File: src/rtl/joy_pkg.sv
`timescale 1ns/1ps
// Shared definitions for the DB15 serial joystick link (reader and device side).
package joy_pkg;

  // Default buttons per player; the host reader uses the same value.
  localparam int JOY_WIDTH = 16;

  // Button bit positions inside a player vector (active high at the core side).
  localparam int BTN_R     = 0;
  localparam int BTN_L     = 1;
  localparam int BTN_D     = 2;
  localparam int BTN_U     = 3;
  localparam int BTN_FIRE1 = 4;
  localparam int BTN_FIRE2 = 5;
  localparam int BTN_FIRE3 = 6;
  localparam int BTN_FIRE4 = 7;
  localparam int BTN_FIRE5 = 8;
  localparam int BTN_FIRE6 = 9;
  localparam int BTN_MENU  = 10;

  // Link-side state of the emulated shift chain.
  typedef enum logic [1:0] {
    IDLE    = 2'd0,
    LOADING = 2'd1,
    SHIFT   = 2'd2
  } link_state_t;

endpackage

File: src/rtl/joy_sync_edge.sv
`timescale 1ns/1ps
// Multi-stage synchronizer for one asynchronous input with a reset preset
// value, plus a history flop that turns level changes into one-cycle pulses.
// STAGES must be at least 2.
module joy_sync_edge #(
  parameter int   STAGES = 2,
  parameter logic PRESET = 1'b1
) (
  input  logic clk,
  input  logic rst_n,
  input  logic din,
  output logic level,
  output logic rise,
  output logic fall
);

  logic [STAGES-1:0] sync_q;
  logic              hist_q;

  // Shift the pin through the synchronizer chain and remember the previous synced level.
  always_ff @(posedge clk or negedge rst_n) begin
    if (!rst_n) begin
      sync_q <= {STAGES{PRESET}};
      hist_q <= PRESET;
    end else begin
      sync_q <= {sync_q[STAGES-2:0], din};
      hist_q <= sync_q[STAGES-1];
    end
  end

  assign level = sync_q[STAGES-1];
  assign rise  = sync_q[STAGES-1] & ~hist_q;
  assign fall  = ~sync_q[STAGES-1] & hist_q;

endmodule

File: src/rtl/joy_db15_tx.sv
`timescale 1ns/1ps
// Device side of the DB15 joystick link: behaves like two cascaded 74HC165
// style parallel-in/serial-out chains. While LOAD is low the chain follows the
// buttons; after LOAD releases, each rising link clock presents the next bit
// (active low, player 1 bit 0 first). A frame ends after 2*WIDTH shifts.
module joy_db15_tx
  import joy_pkg::*;
#(
  parameter int WIDTH       = JOY_WIDTH,
  parameter int SYNC_STAGES = 2
) (
  input  logic             CLK,
  input  logic             I_RESET_L,
  input  logic [WIDTH-1:0] I_JOY1,
  input  logic [WIDTH-1:0] I_JOY2,
  input  logic             I_JOY_LOAD,
  input  logic             I_JOY_CLK,
  output logic             O_JOY_DATA,
  output logic             O_FRAME_DONE,
  output logic [7:0]       O_FRAME_CNT
);

  localparam int CHAIN = 2 * WIDTH;
  localparam int IDX_W = $clog2(CHAIN) + 1;
  localparam logic [IDX_W-1:0] LAST_IDX = IDX_W'(CHAIN);

  logic load_level;
  logic load_rise_unused;
  logic load_fall_unused;
  logic link_clk_level_unused;
  logic link_clk_rise;
  logic link_clk_fall_unused;

  link_state_t      state_q, state_d;
  logic [CHAIN-1:0] shift_q, shift_d;
  logic [IDX_W-1:0] idx_q, idx_d;
  logic             data_d;
  logic             done_d;
  logic [7:0]       cnt_q, cnt_d;

  joy_sync_edge #(
    .STAGES (SYNC_STAGES),
    .PRESET (1'b1)
  ) u_sync_load (
    .clk   (CLK),
    .rst_n (I_RESET_L),
    .din   (I_JOY_LOAD),
    .level (load_level),
    .rise  (load_rise_unused),
    .fall  (load_fall_unused)
  );

  joy_sync_edge #(
    .STAGES (SYNC_STAGES),
    .PRESET (1'b1)
  ) u_sync_clk (
    .clk   (CLK),
    .rst_n (I_RESET_L),
    .din   (I_JOY_CLK),
    .level (link_clk_level_unused),
    .rise  (link_clk_rise),
    .fall  (link_clk_fall_unused)
  );

  // State, chain, index and the registered link outputs.
  always_ff @(posedge CLK or negedge I_RESET_L) begin
    if (!I_RESET_L) begin
      state_q      <= IDLE;
      shift_q      <= '1;
      idx_q        <= '0;
      O_JOY_DATA   <= 1'b1;
      O_FRAME_DONE <= 1'b0;
      cnt_q        <= 8'd0;
    end else begin
      state_q      <= state_d;
      shift_q      <= shift_d;
      idx_q        <= idx_d;
      O_JOY_DATA   <= data_d;
      O_FRAME_DONE <= done_d;
      cnt_q        <= cnt_d;
    end
  end

  // Next-state: a low LOAD always wins (transparent reload, link edges ignored);
  // otherwise rising link edges shift ones in from the tail.
  always_comb begin
    state_d = state_q;
    shift_d = shift_q;
    idx_d   = idx_q;
    done_d  = 1'b0;
    cnt_d   = cnt_q;

    if (!load_level) begin
      state_d = LOADING;
      shift_d = {~I_JOY2, ~I_JOY1};
      idx_d   = '0;
    end else begin
      case (state_q)
        LOADING: begin
          state_d = SHIFT;
        end
        SHIFT: begin
          if (link_clk_rise) begin
            shift_d = {1'b1, shift_q[CHAIN-1:1]};
            idx_d   = idx_q + 1'b1;
            if (idx_d == LAST_IDX) begin
              done_d  = 1'b1;
              cnt_d   = cnt_q + 8'd1;
              state_d = IDLE;
            end
          end
        end
        IDLE: begin
          if (link_clk_rise) begin
            shift_d = {1'b1, shift_q[CHAIN-1:1]};
          end
        end
        default: begin
          state_d = IDLE;
        end
      endcase
    end

    data_d = shift_d[0];
  end

  assign O_FRAME_CNT = cnt_q;

endmodule

File: config.mk
export PLATFORM = sky130hd
export DESIGN_NAME = joy_db15_tx
export DESIGN_NICKNAME = d
export VERILOG_FILES = /design/src/rtl/joy_pkg.sv /design/src/rtl/joy_sync_edge.sv /design/src/rtl/joy_db15_tx.sv
export SDC_FILE = /design/constraint.sdc
export NUM_CORES = 1
export LEC_CHECK = 0
export ABC_AREA = 1
export CAP_MARGIN = 15
export CORE_MARGIN = 3
export CORE_UTILIZATION = 50
export DETAILED_ROUTE_END_ITERATION = 8
export GPL_ROUTABILITY_DRIVEN = 0
export PLACE_DENSITY_LB_ADDON = 0.12
export SYNTH_ARGS = -nofsm -noshare
export SYNTH_HDL_FRONTEND = slang
export SYNTH_SLANG_ARGS = --single-unit
File: constraint.sdc
create_clock -name CLK -period 3.2 [get_ports CLK]
set_clock_uncertainty 0.15 [all_clocks]
set_input_delay 0.96 -clock CLK [delete_from_list [all_inputs] [get_ports CLK]]
set_output_delay 0.96 -clock CLK [all_outputs]
set_load 0.02 [all_outputs]
Word-level counts from Yosys, hierarchy flattened
Cells that the tools add are included.
{ "word_totals": {"regBits": 54, "inputBits": 36, "output_inout_bits": 10, "wordCells": 44} }
{ "op_classes": {"add_sub_neg": 2, "n_eq_ne": 9, "n_mux": 14, "bitwise_logic": 4, "reduce_logical": 6} }
{ "op_table": {"columns": ["operator", "n"], "rows": [
  ["32-bit 2-to-1 mux", 3],
  ["16-bit inverter", 2],
  ["6-bit 2-to-1 mux", 3],
  ["8-bit by 1-bit adder with 8-bit output, second input constant", 1],
  ["2-bit != test, second input constant", 4],
  ["6-bit by 1-bit adder with 6-bit output, second input constant", 1],
  ["6-bit == test, second input constant", 1],
  ["2-bit 2-to-1 mux", 3],
  ["3-bit != test, second input constant", 2],
  ["2-bit one-hot mux with 3 select lines", 1],
  ["1-bit 2-to-1 mux", 4],
  ["2-bit AND reduction", 2],
  ["4-bit AND reduction", 1],
  ["3-bit AND reduction", 1],
  ["2-bit by 1-bit == test with 1-bit output, second input constant", 1],
  ["2-bit == test, second input constant", 1],
  ["2-bit logical NOT", 1],
  ["2-bit OR reduction", 1],
  ["1-bit bitwise AND", 1],
  ["1-bit inverter", 1]
]} }

Depth between registers and ports, before layout
{ "depth": {"word_depth": 6, "depth_mapped": 10} }

Hierarchy
From an unflattened synthesis, not the netlist that was laid out.
{ "hier_totals": {"hier_cells": 324, "area_unflattened_um2": 2762.6} }
{ "modules_own_cells": {"columns": ["mod", "instances", "cells_per_inst", "area_each_um2", "seq_area_each_um2"], "rows": [
  ["joy_db15_tx", 1, 310, 2575.0, 1266.2],
  ["joy_sync_edge", 2, 7, 93.8, 78.8]
]} }

Worst setup path after synthesis
Ideal clock, no wire load.
{ "synth_timing": {"path_kind": "reg-to-output", "start": "register, netlist name shift_q[0]", "end": "output port O_JOY_DATA", "arrival_time_ns": 0.563, "required_time_ns": 2.090, "path_slack_ns": 1.527, "path_stages_with_launch": 1, "n_path_buf": 0, "path_cell_list": "dfstp_2"} }
{ "synth_lines": {"columns": ["element", "line", "text"], "rows": [
  ["to (decl)", "joy_db15_tx.sv:18", "output logic O_JOY_DATA,"]
]} }

==> results.md <==
- Status: finished, final reports clean
- All-Layer GR Usage: 17.9%
- Cell Area, Synth: 2580 um^2
- Critical path capture point type: output port
- Reg-to-reg startpoint: u_sync_clk.sync_q[1]
- Mapped Cells: 302
- Clk buf depth: 2
- Clock power frac: 26.1%
- Crit path max fanout: 2
- Number of DRC markers in iteration 0: 105
- Worst-skew pair later-pin latency: 0.30 ns
- Vias in the first global route: 1964
- Final slew viol count: 0
- H-tree levels: 2
- Core area: 4850 um^2
- Arrival time at the worst endpoint: 1.45 ns
- Netlist cell types: 25
- Hold Crit Class: register to register
- Setup TNS: 0 ns
- Comb pwr share: 13.8%
- Layout cells sized above 1: 18.7%
- Setup slack, reg-to-reg: 1.05 ns
- Synth area leader: dfstp_2
- Pin count of the biggest net entering global routing: 69
- Crit Path Category: register to output port
- Initial Utilization: 53.3%
- CP startpoint: shift_q[0]
- Peak VDD IR: 0.000369 V
- Io pins: 46
- ANT nets after route: 0
- CP Cell Sequence: clkdlybuf4s50_1
- Sequential area share after synthesis: 54.1%
- Most frequent cell after synthesis: nand2_1
- Vias/cell: 4.91
- DIE WIDTH: 77.9 um
- Post-DP Area: 3080 um^2
- Yosys synthesis warning count: 0
- Pwr per Cell Area: 450 nW/um^2
- Top cells by count, synth: nand2_1 (103), dfstp_2 (37), o21ai_0 (35)
- Post-DP HPWL: 3190 um
- CP delay by family, top: buffers and inverters
- CP startpoint kind: register
- Tcrit/Tclk final: 79.9%
- N_diodes: 0
- Avg WL per Cell: 11.6 um
- Measured slew at the worst slew-check pin: 0.981 ns
- Die Height: 77.9 um
- Synth Flop Type: dfstp_2
- # Post-CTS Setup Buffers: 0
- CTS sink count: 54
- TritonCTS buffer count: 5
- Drt pass-1 iters: 5
- Post-CTS sizing: 0
- Syn_area_per_cell: 8.56 um^2
- Hold_buf cts: 0
- Buf/Inv on CP: 1
- Sw Share: 25.7%
- R2r worst-path depth: 6
- Slowest stage delay, CP: 0.60 ns
- # rows: 25
- Area delta synth->final: 22.4%
- Leak: 0.00131 uW
- Critical path depth: 1
- Tmin final: 2.56 ns
- Source of the worst hold timing path: u_sync_clk.sync_q[0]
- Final hold vios: 0
- First-pass GRT wire length: 8800 um
- Worst r2r dst: shift_q[8]
- Switching pwr: 366 uW
- Yosys top cell area share: 37.6%
- Fin nets: 380
- Largest cells by area after synthesis: dfstp_2 (38%), dfrtp_1 (16%), nand2_1 (15%)
- Setup violators final: 0
- Slew HR: 34.5%
- Fmax: 0.391 GHz
- CTS tree: done
- Final WS setup: 0.643 ns
- Vias after detailed routing: 2013
- GRT overflow: 0
- WL final: 4740 um
- EDFF count, synth: 0
- Max cap viols: 0
- Post-route design area: 3160 um^2
- Count of input and output buffers: 45
- CP max stage cell: clkdlybuf4s50_1
- CTS clk-pin slew, worst paths: 0.09 ns
- Required @ worst endpoint: 2.09 ns
- Clock root cell: clkbuf_8
- RSZ-0062 raised after global routing: no
- Drt drc: 0
- Hold endpoint: u_sync_clk.sync_q[1]
- Fraction of registers with async set/reset: 100%
- Min-Delay Path Depth: 0
- Net Count, Synth: 340
- Int Pwr: 1060 uW
- Pre-CTS WS: 0.971 ns
- Sequential power share: 60.0%
- Initial antenna violation count: 0
- Die area: 6070 um^2
- Seq cells post-synth: 54
final cells by class:
class | instances | area (um^2)
tap | 67 | 83.8
timing repair buffer | 46 | 465
clock inverter | 2 | 13.8
multi-input combinational | 217 | 1060
clock buffer | 6 | 72.6
inverter | 18 | 67.6
fill | 422 | 1690
sequential | 54 | 1400
layer usage:
layer	global-route usage [%]	share of wire [%]	vias to the layer above
li1	-	-	1067
met5	0	0	-
met2	28.3	45	34
met3	4.29	4.5	4
met4	6.29	1.4	0
met1	24.3	50	908
cells in the final DEF, fill, tap and decap left out, drive strengths merged, types with 5 or more instances in the layout:
cell,netlist,layout
nand2,106,106
o21ai,67,67
clkdlybuf4s50,0,44
dfstp,37,37
inv,18,18
dfrtp,17,17
nor2,14,14
nand3,11,11
clkbuf,4,6
nand4,5,5
how the worst max path moves through the flow:
stage	slack [ns]	endpoint
finish	0.64	O_JOY_DATA
global route	0.60	O_JOY_DATA
CTS	0.62	O_JOY_DATA
detailed placement	0.97	O_JOY_DATA
global placement	0.99	O_JOY_DATA
floorplan	1.53	O_JOY_DATA
metrics by stage:
step	util, %	power (uW)	std cells	hold slack [ns]
after global routing	65.2	1510	410	0.216
after floorplan	-	974	302	0.195
after detailed placement	63.5	1070	402	0.197
final	65.2	1420	410	0.211
after global placement	63.5	1060	402	0.196
after CTS	65.2	1440	410	0.212
cell families (layout without fill, tap and decap cells):
family / Yosys count / count (layout) / synth area share (%)
DFF: 54 / 54 / 54.1
buffers and inverters: 31 / 72 / 4.94
xor gates and xnor gates: 5 / 5 / 1.69
and+or+nand+nor: 138 / 138 / 24.2
AOI/OAI and AO/OA: 72 / 72 / 14.1
adders and majority gates: 2 / 2 / 0.968
power by group through the flow:
stage	registers [uW]	logic [uW]	clock network, uW
detailed placement	866	199	0
floorplan	857	118	0
CTS	855	200	387
global placement	864	194	0
global route	868	230	415
finish	855	197	372
state kept, by name (all words and copies together), names as in the netlist:
| signal | flops |
|---|---|
| u_sync_clk.sync_q | 2 |
| state_q | 2 |
| u_sync_clk.hist_q | 1 |
| shift_q | 32 |
| O_FRAME_CNT | 8 |
| idx_q | 6 |
| O_FRAME_DONE | 1 |
| u_sync_load.sync_q | 2 |
No activity file was read; power rests on OpenSTA's default activity.
